File: config.mk
export PLATFORM = sky130hd
export DESIGN_NAME = tour_cmd_seq
export DESIGN_NICKNAME = d
export VERILOG_FILES = /design/src/rtl/tour_cmd_seq.sv
export SDC_FILE = /design/constraint.sdc
export NUM_CORES = 1
export LEC_CHECK = 0
export CORE_UTILIZATION = 41
export CTS_CLUSTER_DIAMETER = 30
export DETAILED_ROUTE_END_ITERATION = 10
export PLACE_DENSITY = 0.8
export SYNTH_ARGS = -nofsm -noshare
export SYNTH_HDL_FRONTEND = slang
export SYNTH_SLANG_ARGS = --single-unit
export TNS_END_PERCENT = 10
File: constraint.sdc
create_clock -name clk -period 1.9 [get_ports clk]
set_input_delay 0.19 -clock clk [delete_from_list [all_inputs] [get_ports clk]]
set_output_delay 0.19 -clock clk [all_outputs]
set_load 0.05 [all_outputs]
File: src/rtl/tour_cmd_seq.sv
// Knight's-tour replay sequencer: fetches each one-hot move and issues a vertical then a horizontal leg to cmd_proc.
// Optional feature: define TOUR_ABORT_EN to let a UART command end the tour after the current move.
module tour_cmd_seq #(
  parameter int         BOARD_DIM = 5,
  parameter int         IDX_W     = 5,
  parameter logic [3:0] OPC_VERT  = 4'h2,
  parameter logic [3:0] OPC_HORZ  = 4'h3
) (
  input  logic             clk,
  input  logic             rst_n,
  input  logic             start_tour,
  input  logic [7:0]       move,
  output logic [IDX_W-1:0] mv_indx,
  input  logic [15:0]      cmd_UART,
  input  logic             cmd_rdy_UART,
  output logic [15:0]      cmd,
  output logic             cmd_rdy,
  input  logic             clr_cmd_rdy,
  input  logic             send_resp,
  output logic [7:0]       resp,
  output logic             tour_busy,
  output logic             tour_err
);

  localparam int               NUM_MOVES = BOARD_DIM * BOARD_DIM - 1;
  localparam logic [IDX_W-1:0] LAST_IDX  = IDX_W'(NUM_MOVES - 1);
  localparam logic [7:0]       HEAD_N    = 8'h00;
  localparam logic [7:0]       HEAD_W    = 8'h3F;
  localparam logic [7:0]       HEAD_S    = 8'h7F;
  localparam logic [7:0]       HEAD_E    = 8'hBF;

  typedef enum logic [2:0] {IDLE, FETCH, VERT, VWAIT, HORZ, HWAIT} state_t;

  state_t           state_reg, state_next;
  logic [IDX_W-1:0] indx_reg, indx_next;
  logic [7:0]       move_q_reg, move_q_next;
  logic             err_reg, err_next;
  logic             abort_pend;
  logic             usurp, last_move, move_valid;
  logic [7:0]       vhead, hhead;
  logic [3:0]       vsq, hsq;
  logic [15:0]      tour_cmd;

  assign usurp      = (state_reg != IDLE);
  assign last_move  = (indx_reg == LAST_IDX);
  assign move_valid = (move != 8'd0) && ((move & (move - 8'd1)) == 8'd0);

  always_ff @(posedge clk or negedge rst_n) begin
    if (!rst_n) begin
      state_reg  <= IDLE;
      indx_reg   <= '0;
      move_q_reg <= '0;
      err_reg    <= 1'b0;
    end else begin
      state_reg  <= state_next;
      indx_reg   <= indx_next;
      move_q_reg <= move_q_next;
      err_reg    <= err_next;
    end
  end

`ifdef TOUR_ABORT_EN
  logic abort_reg, abort_next;

  // A UART request during the tour is remembered and honoured at the next move boundary.
  always_comb begin
    abort_next = abort_reg;
    if (usurp && cmd_rdy_UART) abort_next = 1'b1;
    if (state_next == IDLE)    abort_next = 1'b0;
  end

  always_ff @(posedge clk or negedge rst_n) begin
    if (!rst_n) abort_reg <= 1'b0;
    else        abort_reg <= abort_next;
  end

  assign abort_pend = abort_reg;
`else
  assign abort_pend = 1'b0;
`endif

  always_comb begin
    state_next  = state_reg;
    indx_next   = indx_reg;
    move_q_next = move_q_reg;
    err_next    = err_reg;
    case (state_reg)
      IDLE: if (start_tour) begin
        indx_next  = '0;
        err_next   = 1'b0;
        state_next = FETCH;
      end
      FETCH: begin
        move_q_next = move;
        if (!move_valid) begin
          err_next   = 1'b1;
          state_next = IDLE;
        end else begin
          state_next = VERT;
        end
      end
      VERT:  if (clr_cmd_rdy) state_next = VWAIT;
      VWAIT: if (send_resp)   state_next = HORZ;
      HORZ:  if (clr_cmd_rdy) state_next = HWAIT;
      HWAIT: if (send_resp) begin
        if (last_move || abort_pend) begin
          state_next = IDLE;
        end else begin
          indx_next  = indx_reg + 1'b1;
          state_next = FETCH;
        end
      end
      default: state_next = IDLE;
    endcase
  end

  // Leg decode: bit index selects one of the eight knight moves.
  always_comb begin
    vhead = HEAD_N; vsq = 4'd0; hhead = HEAD_W; hsq = 4'd0;
    case (move_q_reg)
      8'h01: begin vhead = HEAD_N; vsq = 4'd2; hhead = HEAD_W; hsq = 4'd1; end
      8'h02: begin vhead = HEAD_N; vsq = 4'd2; hhead = HEAD_E; hsq = 4'd1; end
      8'h04: begin vhead = HEAD_N; vsq = 4'd1; hhead = HEAD_W; hsq = 4'd2; end
      8'h08: begin vhead = HEAD_S; vsq = 4'd1; hhead = HEAD_W; hsq = 4'd2; end
      8'h10: begin vhead = HEAD_S; vsq = 4'd2; hhead = HEAD_W; hsq = 4'd1; end
      8'h20: begin vhead = HEAD_S; vsq = 4'd2; hhead = HEAD_E; hsq = 4'd1; end
      8'h40: begin vhead = HEAD_S; vsq = 4'd1; hhead = HEAD_E; hsq = 4'd2; end
      8'h80: begin vhead = HEAD_N; vsq = 4'd1; hhead = HEAD_E; hsq = 4'd2; end
      default: ;
    endcase
  end

  assign tour_cmd = (state_reg == HORZ || state_reg == HWAIT) ? {OPC_HORZ, hhead, hsq}
                                                              : {OPC_VERT, vhead, vsq};

  assign cmd       = usurp ? tour_cmd : cmd_UART;
  assign cmd_rdy   = usurp ? (state_reg == VERT || state_reg == HORZ) : cmd_rdy_UART;
  assign resp      = (state_reg == HWAIT && (last_move || abort_pend)) ? 8'hA5 : 8'h5A;
  assign mv_indx   = indx_reg;
  assign tour_busy = usurp;
  assign tour_err  = err_reg;

endmodule

Yosys cells after proc, flatten, opt, wreduce, memory -nomap -nowiden

Index checks and enable logic that the tools add are counted.

Bits of input ports: 30
Bits in latches: 0
Memory bits (writable): 0
Flip-flop bits (word level): 17
Output and inout bits: 32
ROM bits: 0
Logic and storage cells: 68
Memories kept: 0

Div/mod/pow operators: 0
Add/sub/neg operators: 2
Order comparisons: 0
Bitwise logic cells: 1
Shift operators: 0
Eq/ne operators: 21
Muxes and demuxes: 23
Reductions and logical operators: 17
Multipliers: 0

Operators by type and width:

| operator              | number |
|---|---|
| $pmux W3 S6           | 1 |
| $mux W16              | 1 |
| $mux W8               | 2 |
| $reduce_or A4 Y1      | 4 |
| $mux W3               | 5 |
| $mux W5               | 3 |
| $ne A2 B2 Y1 const B  | 7 |
| $mux W13              | 1 |
| $pmux W5 S2           | 1 |
| $and A8 B8 Y8         | 1 |
| $eq A8 B1 Y1 const B  | 1 |
| $eq A8 B2 Y1 const B  | 1 |
| $eq A8 B3 Y1 const B  | 1 |
| $eq A8 B4 Y1 const B  | 1 |
| $eq A8 B5 Y1 const B  | 1 |
| $eq A8 B6 Y1 const B  | 1 |
| $eq A8 B7 Y1 const B  | 1 |
| $eq A8 B8 Y1 const B  | 1 |
| $logic_not A8 Y1      | 1 |
| $pmux W2 S2           | 2 |
| $reduce_bool A8 Y1    | 1 |
| $sub A8 B1 Y8 const B | 1 |
| $mux W7               | 1 |
| $eq A3 B2 Y1 const B  | 2 |
| other kinds (15)      | 22 |

Logic depth before layout (Yosys ltp)

Word-level depth: 6
Depth in mapped cells: 7
Gate-level depth less buffers: 6

Least setup slack after synthesis

OpenSTA, ideal clock, no wires.

Kind: register to output
Start point: register move_q_reg[4]
End point: output port cmd[10]
Data required time: 1.710 ns
Arrival: 2.260 ns
Cell stages (with the launch flop): 6
Path slack: -0.550 ns
Buffers on the path: 1
Cells stage by stage: dfrtp_1 -> clkbuf_1 -> or4b_1 -> o21ai_0 -> nand2_1 -> o21ai_0

Longest elaborated chain between the ends: 5

RTL lines:

| element                              | RTL line | text |
|---|---|---|
| from (decl)                          | 36       | `logic [7:0] move_q_reg, move_q_next;` |
| from (signal assigned)               | 57       | `move_q_reg <= move_q_next;` |
| $eq A8 B7 Y1 (tied with other cells) | 120      | `case (move_q_reg)` |
| $reduce_or A4 Y1 (no line) (*)       | n/a      |  |
| $mux W7 (*)                          | 120      |  |
| $mux W13 (*)                         | 133      | `assign tour_cmd = (state_reg == HORZ \|\| state_reg == HWAIT) ? {OPC_HORZ, hhead, hsq}` |
| $mux W16 (*)                         | 136      | `assign cmd = usurp ? tour_cmd : cmd_UART;` |
| to (decl)                            | 16       | `output logic [15:0] cmd,` |

Mark *: on every way between the ends. The rest lies on a longest branch, timed or not.

Worst setup path in the final report

Start point: register move_q_reg[6]
End point: output port cmd[0]

Longest elaborated chain between the ends: 5

RTL lines:

| element                              | RTL line |
|---|---|
| $eq A8 B8 Y1 (tied with other cells) | 120 |
| $reduce_or A4 Y1 (no line)           | n/a |
| $pmux W2 S2                          | 120 |
| $mux W13 (*)                         | 133 |
| $mux W16 (*)                         | 136 |

Marks and branches as above.

==> flow_metrics.env <==
export IMPL_run_status="finished with violations"
export IMPL_failing_checks="negative setup slack"
export IMPL_relative_contribution_of_combinational_cells_to_total_power_pct=76.5
export IMPL_vias_per_cell=5.57
export IMPL_synth_largest_type_area_fraction_pct=32.7
export IMPL_path_class="register to output port"
export IMPL_leakagePower_nw=0.906
export IMPL_worstPathRequired_ps=1710
export IMPL_post_route_cell_area_um2=2320
export IMPL_synth_most_common_cell="nor2_1"
export IMPL_synth_area_leader_cell="dfrtp_1"
export IMPL_power_frac_seq_pct=18.7
export IMPL_groute_layer_met1_usage_pct=29.5
export IMPL_post_synth_most_frequent_cells="nor2_1 (21), dfrtp_1 (17), a21oi_1 (12)"
export IMPL_detailedPlace_worstSlack_ps=-5.01
export IMPL_area_growth_synth_to_final_pct=78.3
export IMPL_die_w_um=58.3
export IMPL_first_global_vias=1509
export IMPL_fin_setup_tns_ps=-1080
export IMPL_drt_wirelength_per_cell_um=15.3
export IMPL_port_buffers=61
export IMPL_grt_use_total_pct=24.9
export IMPL_global_route_track_usage_on_met2_pct=44.5
export IMPL_place_detailed_hpwl_um=3050
export IMPL_final_max_slew_violation_count=0
export IMPL_critPathMaxFanout=5
export IMPL_count_of_tritonroute_iterations_in_the_first_routing_pass=4
export IMPL_ioPinCount=62
export IMPL_ys_warnings_count=0
export IMPL_finalSetupViolations=10
export IMPL_p_switching_mw=2.15
export IMPL_relSlewSlack_pct=64.5
export IMPL_finalCoreUtilization_pct=76.6
export IMPL_height_of_the_chip_um=58.3
export IMPL_clock_transition_at_path_regs_ps=100
export IMPL_vias=1516
export IMPL_num_antenna_cells=0
export IMPL_drt_iter0_drc=52
export IMPL_layout_setup_ws_ps=-153
export IMPL_synth_cells=159
export IMPL_synth_fp_nets=190
export IMPL_synth_area_um2=1300
export IMPL_grtUsageMet3_pct=3.96
export IMPL_synth_seq_cells=17
export IMPL_grt_setup_unrepaired="yes"
export IMPL_worst_skew_pair_late_latency_ps=290
export IMPL_yosys_most_used_dff="dfrtp_1"
export IMPL_maximum_frequency_from_static_timing_analysis_mhz=487
export IMPL_power_density_cell_area_nw_per_um2=1760
export IMPL_grt_max_degree=18
export IMPL_dpl_instance_area_um2=2150
export IMPL_pwr_share_clk_pct=4.8
export IMPL_maxCapViolCount=0
export IMPL_fraction_of_layout_cells_with_a_size_suffix_above_1_pct=39.5
export IMPL_tightestPinTransition_ps=531
export IMPL_fin_crit_ps=2050
export IMPL_cts_made_buffers=3
export IMPL_tritoncts_clock_tree="yes"
export IMPL_critical_path_startpoint_type="register"
export IMPL_critical_path_endpoint_type="output port"
export IMPL_hold_violations=0
export IMPL_grt_pass1_wl_um=6580
export IMPL_ys_seq_area_share_pct=32.7
export IMPL_initial_utilization_pct=43.0
export IMPL_ctsHoldBuffers=0
export IMPL_clockBufferDepth=2
export IMPL_finalNetCount=260
export IMPL_wl_um=4150
export IMPL_synth_distinct_cells=41
export IMPL_largest_register_ff_count=8
export IMPL_layer_with_the_highest_usage_after_global_routing="met2"
export IMPL_n_fill_cell=193
export IMPL_synth_area_top_cells="dfrtp_1 (33%), mux2_2 (7.8%), nor2_1 (6.1%)"
export IMPL_skew_ps=5.93
export IMPL_drt_drc_violations_left=0
export IMPL_h_tree_depth=1
export IMPL_fp_coreArea_um2=3030
export IMPL_worst_ep_arrival_time_ps=1860
export IMPL_min_path_type="input pin to async pin"
export IMPL_swShare_pct=52.7
export IMPL_postRouteAntennaNets=0
export IMPL_floorplan_die_area_um2=3400
export IMPL_clock_tree_root_cell="clkbuf_4"
export IMPL_p_int_mw=1.92
export IMPL_synth_async_reset_ratio_pct=100
export IMPL_fin_crit_sh_pct=108
export IMPL_worst_vdd_ir_v=0.00108
export IMPL_floorplan_rows=20
export IMPL_gpl_final_weighted_congestion=0.823
export IMPL_synth_avg_cell_area_um2=8.18
export IMPL_number_of_enable_flip_flop_cells_after_synthesis=0
export IMPL_antenna_found_initial=0
export IMPL_gr_total_overflow=0
export IMPL_total_clock_sinks=17
## metrics by stage
stage          total power [mW]  cells  hold slack (ps)
2_1_floorplan              2.43    159             -106
3_3_place_gp               3.43    265              519
3_5_place_dp               3.51    265              525
4_1_cts                    3.96    272              212
5_1_grt                    4.27    272              222
6_report                   4.07    272              204
## critical path, cell delays in order (launching register included)
cell,delay [ps]
dfrtp_1,440
buf_6,160
xnor2_2,140
nor2_1,50
o211ai_1,300
a21oi_1,110
o21a_1,210
buf_12,150
## area by class of cell
type,instances,area (µm²),area share (%)
repair buffers,80,893,38.5
multi-input cells,123,892,38.5
well taps,44,55.1,2.37
clock buffers,4,26.3,1.13
inverters,4,18.8,0.809
flip-flops and latches,17,434,18.7
## power groups by stage
stage	sequential (mW)	combinational, mW	clock, mW
after floorplan	0.634	1.80	0
after global placement	0.669	2.76	0
after detailed placement	0.696	2.82	0
after CTS	0.716	3.05	0.199
after global routing	0.779	3.28	0.210
final	0.761	3.11	0.197
## cells by family (layout without fill, tap and decap cells)
family	after synthesis	count (layout)	synth area share [%]
AO/OA/AOI/OAI	40	40	19.5
flip-flops	17	17	32.7
AND/OR/NAND/NOR	67	67	27.6
buffers and inverters	19	88	7.40
multiplexers	9	9	7.79
XOR/XNOR	6	6	4.04
adder cells (fa/ha/maj)	1	1	0.961
## layer usage
metal	up-vias	wire [µm]	part of all wire (%)
li1	712	-	-
met1	739	1680	40
met2	57	2190	53
met3	8	214	5.2
met4	0	68	1.6
met5	-	0	0
## layout by cell type, fill, tap and decap left out, drive strengths merged, types with 2 or more instances in the layout
cell type / Yosys / routed
a21oi: 12 / 12
clkbuf: 5 / 4
o21a: 2 / 2
clkdlybuf4s50: 0 / 35
nor3b: 2 / 2
nor2: 21 / 21
o31ai: 2 / 2
inv: 4 / 3
mux2: 9 / 9
nand2b: 3 / 3
nor4: 5 / 5
o21ai: 11 / 11
and2: 4 / 4
a211oi: 4 / 4
nor4b: 4 / 4
nor3: 8 / 8
a22oi: 2 / 2
xnor2: 5 / 5
dfrtp: 17 / 17
nand3: 4 / 4
nand2: 9 / 9
buf: 10 / 45
## worst paths after layout
path,depth (start not counted),endpoint,from,slack [ps]
worst min-delay path,2,mv_indx[1],rst_n,200
max in group asynchronous,2,move_q_reg[1],rst_n,1480
worst max register to register,5,mv_indx[0],state_reg[2],50
worst min register to register,1,tour_err,tour_err,550
min in group clk,1,tour_err,tour_err,550
worst max-delay path,7,cmd[0],move_q_reg[6],-150
## what timing repair did
item                                    in CTS  in global routing
resized for setup                           24                  8
buffers inserted                             3                  0
pin swaps                                   16                  5
endpoints found under the setup margin      18                 18
No activity file was read; power rests on OpenSTA's default activity.
